File: src/rtl/us_rx_timestamp_if.sv
// Avalon-MM slave bus bundle for us_rx_timestamp (register access path).
`timescale 1ns/1ps
interface us_rx_timestamp_if;
  localparam int unsigned ADDR_W = 16;
  localparam int unsigned DATA_W = 32;

  logic [ADDR_W-1:0] avalon_slave_address;
  logic              avalon_slave_read;
  logic              avalon_slave_write;
  logic [DATA_W-1:0] avalon_slave_writedata;
  logic [DATA_W-1:0] avalon_slave_readdata;
  logic              avalon_slave_waitrequest;

  modport master (
    output avalon_slave_address, avalon_slave_read, avalon_slave_write, avalon_slave_writedata,
    input  avalon_slave_readdata, avalon_slave_waitrequest
  );

  modport slave (
    input  avalon_slave_address, avalon_slave_read, avalon_slave_write, avalon_slave_writedata,
    output avalon_slave_readdata, avalon_slave_waitrequest
  );
endinterface

File: src/rtl/us_rx_timestamp.sv
// Piezo RX burst detector: timestamps the first edge of each qualifying burst into a 4-deep FIFO.
// Define US_RX_IRQ_EN to enable the irq output and the irq_en control bit.
`timescale 1ns/1ps
module us_rx_timestamp (
  input  logic                    clock,
  input  logic                    reset,
  input  logic                    rx_in,
  input  logic [31:0]             time_cnt,
  us_rx_timestamp_if.slave        avalon_slave,
  output logic                    irq
);

  localparam int unsigned TS_W   = 32;
  localparam int unsigned DEPTH  = 4;
  localparam int unsigned PTR_W  = 2;
  localparam int unsigned CNT_W  = 3;
  localparam int unsigned PCNT_W = 8;
  localparam int unsigned GAP_W  = 16;

  localparam logic [15:0] ADDR_FIFO   = 16'h0000;
  localparam logic [15:0] ADDR_STATUS = 16'h0001;
  localparam logic [15:0] ADDR_MIN    = 16'h0002;
  localparam logic [15:0] ADDR_GAP    = 16'h0003;
  localparam logic [15:0] ADDR_CTRL   = 16'h0004;

`ifdef US_RX_IRQ_EN
  localparam bit IRQ_SUPPORT = 1'b1;
`else
  localparam bit IRQ_SUPPORT = 1'b0;
`endif

  typedef enum logic {IDLE = 1'b0, IN_BURST = 1'b1} state_t;

  state_t              state_q, state_d;
  logic                rx_meta, rx_sync, rx_prev;
  logic                rx_rise;
  logic [TS_W-1:0]     ts_first;
  logic [PCNT_W-1:0]   pulse_cnt;
  logic [GAP_W-1:0]    gap_cnt;
  logic [PCNT_W-1:0]   min_pulses;
  logic [GAP_W-1:0]    gap_limit;
  logic                armed;
  logic                irq_en;
  logic                overflow;
  logic [PCNT_W-1:0]   min_eff;
  logic [GAP_W-1:0]    gap_eff;
  logic                start_c, count_c, burst_end_c, push_c;
  logic [TS_W-1:0]     fifo_mem [DEPTH];
  logic [PTR_W-1:0]    wr_ptr, rd_ptr;
  logic [CNT_W-1:0]    fifo_cnt;
  logic                empty_c, full_c, pop_c, push_ok_c;
  logic                rd_c, wr_c;
  logic [15:0]         addr;
  logic [31:0]         wdata;
  logic [31:0]         rdata_c;

  assign addr  = avalon_slave.avalon_slave_address;
  assign wdata = avalon_slave.avalon_slave_writedata;
  assign rd_c  = avalon_slave.avalon_slave_read;
  assign wr_c  = avalon_slave.avalon_slave_write;
  assign avalon_slave.avalon_slave_waitrequest = 1'b0;

  // Two-flop synchronizer plus one history flop for rising-edge detection
  always_ff @(posedge clock or posedge reset) begin
    if (reset) begin
      rx_meta <= 1'b0;
      rx_sync <= 1'b0;
      rx_prev <= 1'b0;
    end else begin
      rx_meta <= rx_in;
      rx_sync <= rx_meta;
      rx_prev <= rx_sync;
    end
  end

  assign rx_rise = rx_sync & ~rx_prev;
  assign min_eff = (min_pulses == '0) ? PCNT_W'(1) : min_pulses;
  assign gap_eff = (gap_limit == '0) ? GAP_W'(1) : gap_limit;

  always_ff @(posedge clock or posedge reset) begin
    if (reset) state_q <= IDLE;
    else       state_q <= state_d;
  end

  always_comb begin
    state_d = state_q;
    case (state_q)
      IDLE:     if (start_c) state_d = IN_BURST;
      IN_BURST: if (!armed || burst_end_c) state_d = IDLE;
      default:  state_d = IDLE;
    endcase
  end

  // An edge landing in the burst-end cycle is dropped: count_c is low then
  always_comb begin
    start_c     = 1'b0;
    count_c     = 1'b0;
    burst_end_c = 1'b0;
    push_c      = 1'b0;
    case (state_q)
      IDLE: start_c = armed & rx_rise;
      IN_BURST: begin
        if (armed) begin
          if (gap_cnt == gap_eff) begin
            burst_end_c = 1'b1;
            push_c      = (pulse_cnt >= min_eff);
          end else begin
            count_c = 1'b1;
          end
        end
      end
      default: ;
    endcase
  end

  always_ff @(posedge clock or posedge reset) begin
    if (reset) begin
      ts_first  <= '0;
      pulse_cnt <= '0;
      gap_cnt   <= '0;
    end else if (start_c) begin
      ts_first  <= time_cnt;
      pulse_cnt <= PCNT_W'(1);
      gap_cnt   <= '0;
    end else if (count_c) begin
      if (rx_rise) begin
        if (pulse_cnt != {PCNT_W{1'b1}}) pulse_cnt <= pulse_cnt + PCNT_W'(1);
        gap_cnt <= '0;
      end else begin
        gap_cnt <= gap_cnt + GAP_W'(1);
      end
    end
  end

  // A push into a full FIFO still lands when a pop frees the head in the same cycle
  assign empty_c   = (fifo_cnt == '0);
  assign full_c    = (fifo_cnt == CNT_W'(DEPTH));
  assign pop_c     = rd_c && (addr == ADDR_FIFO) && !empty_c;
  assign push_ok_c = push_c && (!full_c || pop_c);

  always_ff @(posedge clock or posedge reset) begin
    if (reset) begin
      wr_ptr   <= '0;
      rd_ptr   <= '0;
      fifo_cnt <= '0;
    end else begin
      if (push_ok_c) wr_ptr <= wr_ptr + PTR_W'(1);
      if (pop_c)     rd_ptr <= rd_ptr + PTR_W'(1);
      case ({push_ok_c, pop_c})
        2'b10:   fifo_cnt <= fifo_cnt + CNT_W'(1);
        2'b01:   fifo_cnt <= fifo_cnt - CNT_W'(1);
        default: fifo_cnt <= fifo_cnt;
      endcase
    end
  end

  always_ff @(posedge clock) begin
    if (push_ok_c) fifo_mem[wr_ptr] <= ts_first;
  end

  // A new overflow event wins over a same-cycle clear so it is never lost
  always_ff @(posedge clock or posedge reset) begin
    if (reset) begin
      overflow <= 1'b0;
    end else if (push_c && full_c && !pop_c) begin
      overflow <= 1'b1;
    end else if (wr_c && (addr == ADDR_STATUS) && wdata[0]) begin
      overflow <= 1'b0;
    end
  end

  always_ff @(posedge clock or posedge reset) begin
    if (reset) begin
      min_pulses <= PCNT_W'(3);
      gap_limit  <= GAP_W'(100);
      armed      <= 1'b0;
      irq_en     <= 1'b0;
    end else if (wr_c) begin
      case (addr)
        ADDR_MIN: min_pulses <= wdata[PCNT_W-1:0];
        ADDR_GAP: gap_limit  <= wdata[GAP_W-1:0];
        ADDR_CTRL: begin
          armed  <= wdata[0];
          irq_en <= IRQ_SUPPORT & wdata[1];
        end
        default: ;
      endcase
    end
  end

  always_comb begin
    rdata_c = '0;
    case (addr)
      ADDR_FIFO:   rdata_c = empty_c ? 32'hFFFF_FFFF : fifo_mem[rd_ptr];
      ADDR_STATUS: rdata_c = {27'b0, overflow, fifo_cnt, empty_c};
      ADDR_MIN:    rdata_c = {24'b0, min_pulses};
      ADDR_GAP:    rdata_c = {16'b0, gap_limit};
      ADDR_CTRL:   rdata_c = {30'b0, irq_en, armed};
      default:     rdata_c = '0;
    endcase
  end

  always_ff @(posedge clock or posedge reset) begin
    if (reset)     avalon_slave.avalon_slave_readdata <= '0;
    else if (rd_c) avalon_slave.avalon_slave_readdata <= rdata_c;
  end

`ifdef US_RX_IRQ_EN
  always_ff @(posedge clock or posedge reset) begin
    if (reset) irq <= 1'b0;
    else       irq <= irq_en & (~empty_c | overflow);
  end
`else
  assign irq = 1'b0;
`endif

endmodule

File: src/flat_wrapper.sv
// flat-port wrapper written by rule: the top's interface ports become plain ports
module us_rx_timestamp_flat 
  (clock, reset, rx_in, time_cnt, irq, avalon_slave_avalon_slave_address, avalon_slave_avalon_slave_read, avalon_slave_avalon_slave_write, avalon_slave_avalon_slave_writedata, avalon_slave_avalon_slave_readdata, avalon_slave_avalon_slave_waitrequest);
  us_rx_timestamp_if avalon_slave_i ();
  input  logic clock;
  input  logic reset;
  input  logic rx_in;
  input  logic [31:0] time_cnt;
  output logic irq;
  input wire logic [$bits(avalon_slave_i.avalon_slave_address)-1:0] avalon_slave_avalon_slave_address;
  input wire logic [$bits(avalon_slave_i.avalon_slave_read)-1:0] avalon_slave_avalon_slave_read;
  input wire logic [$bits(avalon_slave_i.avalon_slave_write)-1:0] avalon_slave_avalon_slave_write;
  input wire logic [$bits(avalon_slave_i.avalon_slave_writedata)-1:0] avalon_slave_avalon_slave_writedata;
  output wire logic [$bits(avalon_slave_i.avalon_slave_readdata)-1:0] avalon_slave_avalon_slave_readdata;
  output wire logic [$bits(avalon_slave_i.avalon_slave_waitrequest)-1:0] avalon_slave_avalon_slave_waitrequest;
  assign avalon_slave_i.avalon_slave_address = avalon_slave_avalon_slave_address;
  assign avalon_slave_i.avalon_slave_read = avalon_slave_avalon_slave_read;
  assign avalon_slave_i.avalon_slave_write = avalon_slave_avalon_slave_write;
  assign avalon_slave_i.avalon_slave_writedata = avalon_slave_avalon_slave_writedata;
  assign avalon_slave_avalon_slave_readdata = avalon_slave_i.avalon_slave_readdata;
  assign avalon_slave_avalon_slave_waitrequest = avalon_slave_i.avalon_slave_waitrequest;
  us_rx_timestamp u_core (.clock(clock), .reset(reset), .rx_in(rx_in), .time_cnt(time_cnt), .avalon_slave(avalon_slave_i), .irq(irq));
endmodule
File: config.mk
export PLATFORM = sky130hd
export DESIGN_NAME = us_rx_timestamp_flat
export DESIGN_NICKNAME = d
export VERILOG_FILES = /design/src/rtl/us_rx_timestamp_if.sv /design/src/rtl/us_rx_timestamp.sv /design/src/flat_wrapper.sv
export SDC_FILE = /design/constraint.sdc
export NUM_CORES = 1
export LEC_CHECK = 0
export CORE_MARGIN = 4
export CORE_UTILIZATION = 60
export CTS_CLUSTER_DIAMETER = 50
export CTS_CLUSTER_SIZE = 20
export DETAILED_ROUTE_END_ITERATION = 10
export PLACE_DENSITY_LB_ADDON = 0.3
export SYNTH_ARGS = -nofsm -noshare
export SYNTH_HDL_FRONTEND = slang
export SYNTH_SLANG_ARGS = --single-unit
File: constraint.sdc
create_clock -name clock -period 10.72 [get_ports clock]
set_input_delay 2.68 -clock clock [delete_from_list [all_inputs] [get_ports clock]]
set_output_delay 2.68 -clock clock [all_outputs]
set_load 0.01 [all_outputs]
==> key figures <==
Floorplan
  • Die X: 144 um
  • Chip Height: 144 um
  • Site Rows: 49
  • Initial Util: 61.4%
  • Die area: ~21,000 um^2
  • IO Pins: 119
  • Core ar.: 18,000 um^2

Run status
  • Status: finished clean

Clocking
  • Post-CTS sizing: 0
  • TritonCTS Sinks: 253
  • Setup Fix Bufs, Post-CTS: 0
  • Total CTS buffers: 23
  • CTS Root Cell: clkbuf_16
  • Worst-Skew Late Latency: between 0.5 and 0.6 ns
  • H-tree levels: 1
  • Clock transition at the registers of the reported paths: around 0.070 ns
  • Clk buf depth: 3
  • CTS tree: yes
  • Hold buffer count at cts: 0

Critical path
  • CP required: 10.92 ns
  • Crit end category: flop
  • CP max FO: 45
  • Worst r2r path cells: 9
  • WS Path Type: primary input to flop
  • Crit path launch type: primary input
  • Critical path arrival: 5.92 ns

Yosys
  • Fraction of registers with async set/reset: 49.4%
  • Synthesized cell area: 11,100 um^2
  • Area share of the largest cell type after synthesis: 34.7%
  • Cell taking the most area after synthesis: edfxtp_1
  • Most used flip-flop cell after synthesis: edfxtp_1
  • Post-synth top cells: 128 x edfxtp_1, 125 x nand2_1, 120 x dfrtp_1
  • Leading post-synthesis cells by cell area: edfxtp_1 35%, dfrtp_1 27%, mux4_2 6.5%
  • Post-Syn Area per Cell: 13.3 um^2
  • #FFs+latches synth: 253
  • EDFF count, synth: roughly 130
  • Yosys warning count: 0
  • Sequential share of the synthesized area: 63.1%
  • Most frequent cell after synthesis: edfxtp_1
  • Synth cell types: 74
  • Synthesized instance count: roughly 830

Timing
  • Max transition margin: around 28%
  • Final Max Slew Viols: 0
  • Worst-Margin Slew: approximately 1.1 ns
  • Tmin final: 5.72 ns
  • Worst clock skew: 0.0300 ns
  • Setup-failing EPs final: 0
  • Fin. Hold Viols: 0
  • Worst Hold Slack: 0.352 ns
  • Final Cycle Share: 53.4%
  • Max Fclk: 175 MHz
  • Total Neg Setup Slack: 0 ns
  • Unrepaired setup endpoints after global routing: no

Finish
  • Synthesis-to-finish area growth: 17.7%
  • Final Non-Filler Cells: 1,163
  • Diode count: 0
  • Post-route cell area: approximately 13,000 um^2
  • Layout cell share with drive strength beyond 1: 15.0%
  • Final nets: 1,017

Worst hold path
  • Min-Delay Path Depth: 0
  • HP Class: flop to flop

Drt
  • Per-cell routed wire length: 21.2 um
  • 1st-iter DRT viols: a little under 700
  • DR vias/cell: 6.20
  • Vias: 7,212
  • Final ANT Viol Nets: 0
  • Wirelength, routed: 24.7 mm
  • DRT Pass-1 Iters: 5
  • Remaining DRCs: 0

Job
  • Max_cap viols: 0

GRT
  • Grt total ovfl: 0
  • Overall global routing resource usage: 24.8%
  • First-pass GRT wire length: 40.1 mm
  • Vias in the first global route: about 7.4k
  • Initial antenna violation count: 0
  • Largest net degree at the start of global routing: 82

Placed design
  • Post-DP Area: 12,200 um^2
  • Post-DP HPWL: 15.6 mm
  • # port buffers: 100
  • GP Congestion: 0.818
  • Dpl cells: 1,121

Power and ir drop
  • Static Leak: ~4.4 nW
  • Power Dens Cells: approximately 150 nW/um^2
  • Peak supply drop: 0.149 mV
state kept, by name (all words and copies together), names as in the netlist:
signal                                     cells
u_core.wr_ptr                                  2
u_core.rx_prev                                 1
u_core.rx_meta                                 1
u_core.overflow                                1
u_core.state_q                                 1
u_core.rx_sync                                 1
u_core.gap_limit                              16
u_core.fifo_mem                              128
u_core.armed                                   1
u_core.min_pulses                              8
u_core.ts_first                               32
u_core.pulse_cnt                               8
u_core.rd_ptr                                  2
u_core.avalon_slave.avalon_slave_readdata     32
u_core.fifo_cnt                                3
u_core.gap_cnt                                16
final cells by class:
type                            count  area (um^2)
Multi-Input combinational cell    496         3760
Tap cell                          229          287
Clock inverter                     14          173
Sequential cell                   253         6980
Inverter                           33          126
Timing Repair Buffer              110         1080
Clock buffer                       28          614
Fill cell                        1200         5000
cell usage in the layout (no fill, tap or decap), types with 6 or more instances in the layout:
cell	Yosys	routed
mux4_2	32	32
clkdlybuf4s50_1	0	100
o21a_1	16	16
nor2_1	19	19
a21oi_1	24	24
a221oi_1	8	8
mux2_2	25	25
nand3_1	24	24
ha_1	14	14
o21ai_0	24	24
inv_1	33	32
and3_1	9	9
o211ai_1	16	16
nor4_1	7	7
buf_4	2	10
nand4_1	8	8
nand2_1	125	125
nor3_1	10	9
nor4_2	6	6
xor2_1	17	17
a31oi_1	14	13
dfrtp_1	120	118
edfxtp_1	128	128
or4_1	8	8
clkbuf_16	0	23
o2bb2ai_1	11	11
cell families after synthesis:
group | Yosys count | synth area share (%)
and+or+nand+nor | 245 | 11.0
DFF | 253 | 63.1
AOI/OAI and AO/OA | 149 | 9.50
buffers and inverters | 81 | 3.10
xor gates and xnor gates | 21 | 1.73
adders and majority gates | 15 | 1.76
other | 1 | 0.0339
muxes | 64 | 9.76
stage by stage:
| stage | utilization (%) | setup slack [ns] | total power [W] |
|---|---|---|---|
| floorplan | - | 4.72 | 0.00105 |
| global placement | 67.9 | 4.48 | 0.00109 |
| detailed placement | 67.9 | 4.46 | 0.00109 |
| CTS | 72.2 | 4.99 | 0.00193 |
| global route | 72.2 | 4.72 | 0.00198 |
| finish | 72.2 | 5.00 | 0.00192 |
critical path, stage by stage:
cell and delay [ns]:
clkdlybuf4s50_1 0.45, buf_4 0.41, inv_1 0.33, nor4_1 0.51, or2_0 0.33, and3_1 0.78, buf_4 0.41
path summary, 6_finish.rpt:
path	startpoint	end	slack, ns
worst max register to register	u_core.min_pulses[2]	u_core.fifo_mem[3][5]	7.04
min in group asynchronous	reset	u_core.avalon_slave.avalon_slave_readdata[16]	2.59
worst min register to register	u_core.rx_meta	u_core.rx_sync	0.35
max in group asynchronous	reset	u_core.rd_ptr[1]	6.57
worst max-delay path	avalon_slave_avalon_slave_read	u_core.fifo_mem[3][5]	5.00
worst min-delay path	u_core.rx_meta	u_core.rx_sync	0.35
routing by layer:
layer  GRT usage [%]  wire, um
met1            35.5     10300
met2            40.6     12100
met3            4.36      1770
met4            5.75       503
met5               0         0
power breakdown:
group / total, W / leakage, nW / switching (W) / internal (W)
Combinational: 0.0000494 / 1.75 / 0.0000233 / 0.0000262
Clock: 0.000849 / 0.387 / 0.000377 / 0.000472
Sequential: 0.00102 / 2.26 / 0.00000169 / 0.00102
Power figures use the tool's default switching activity.
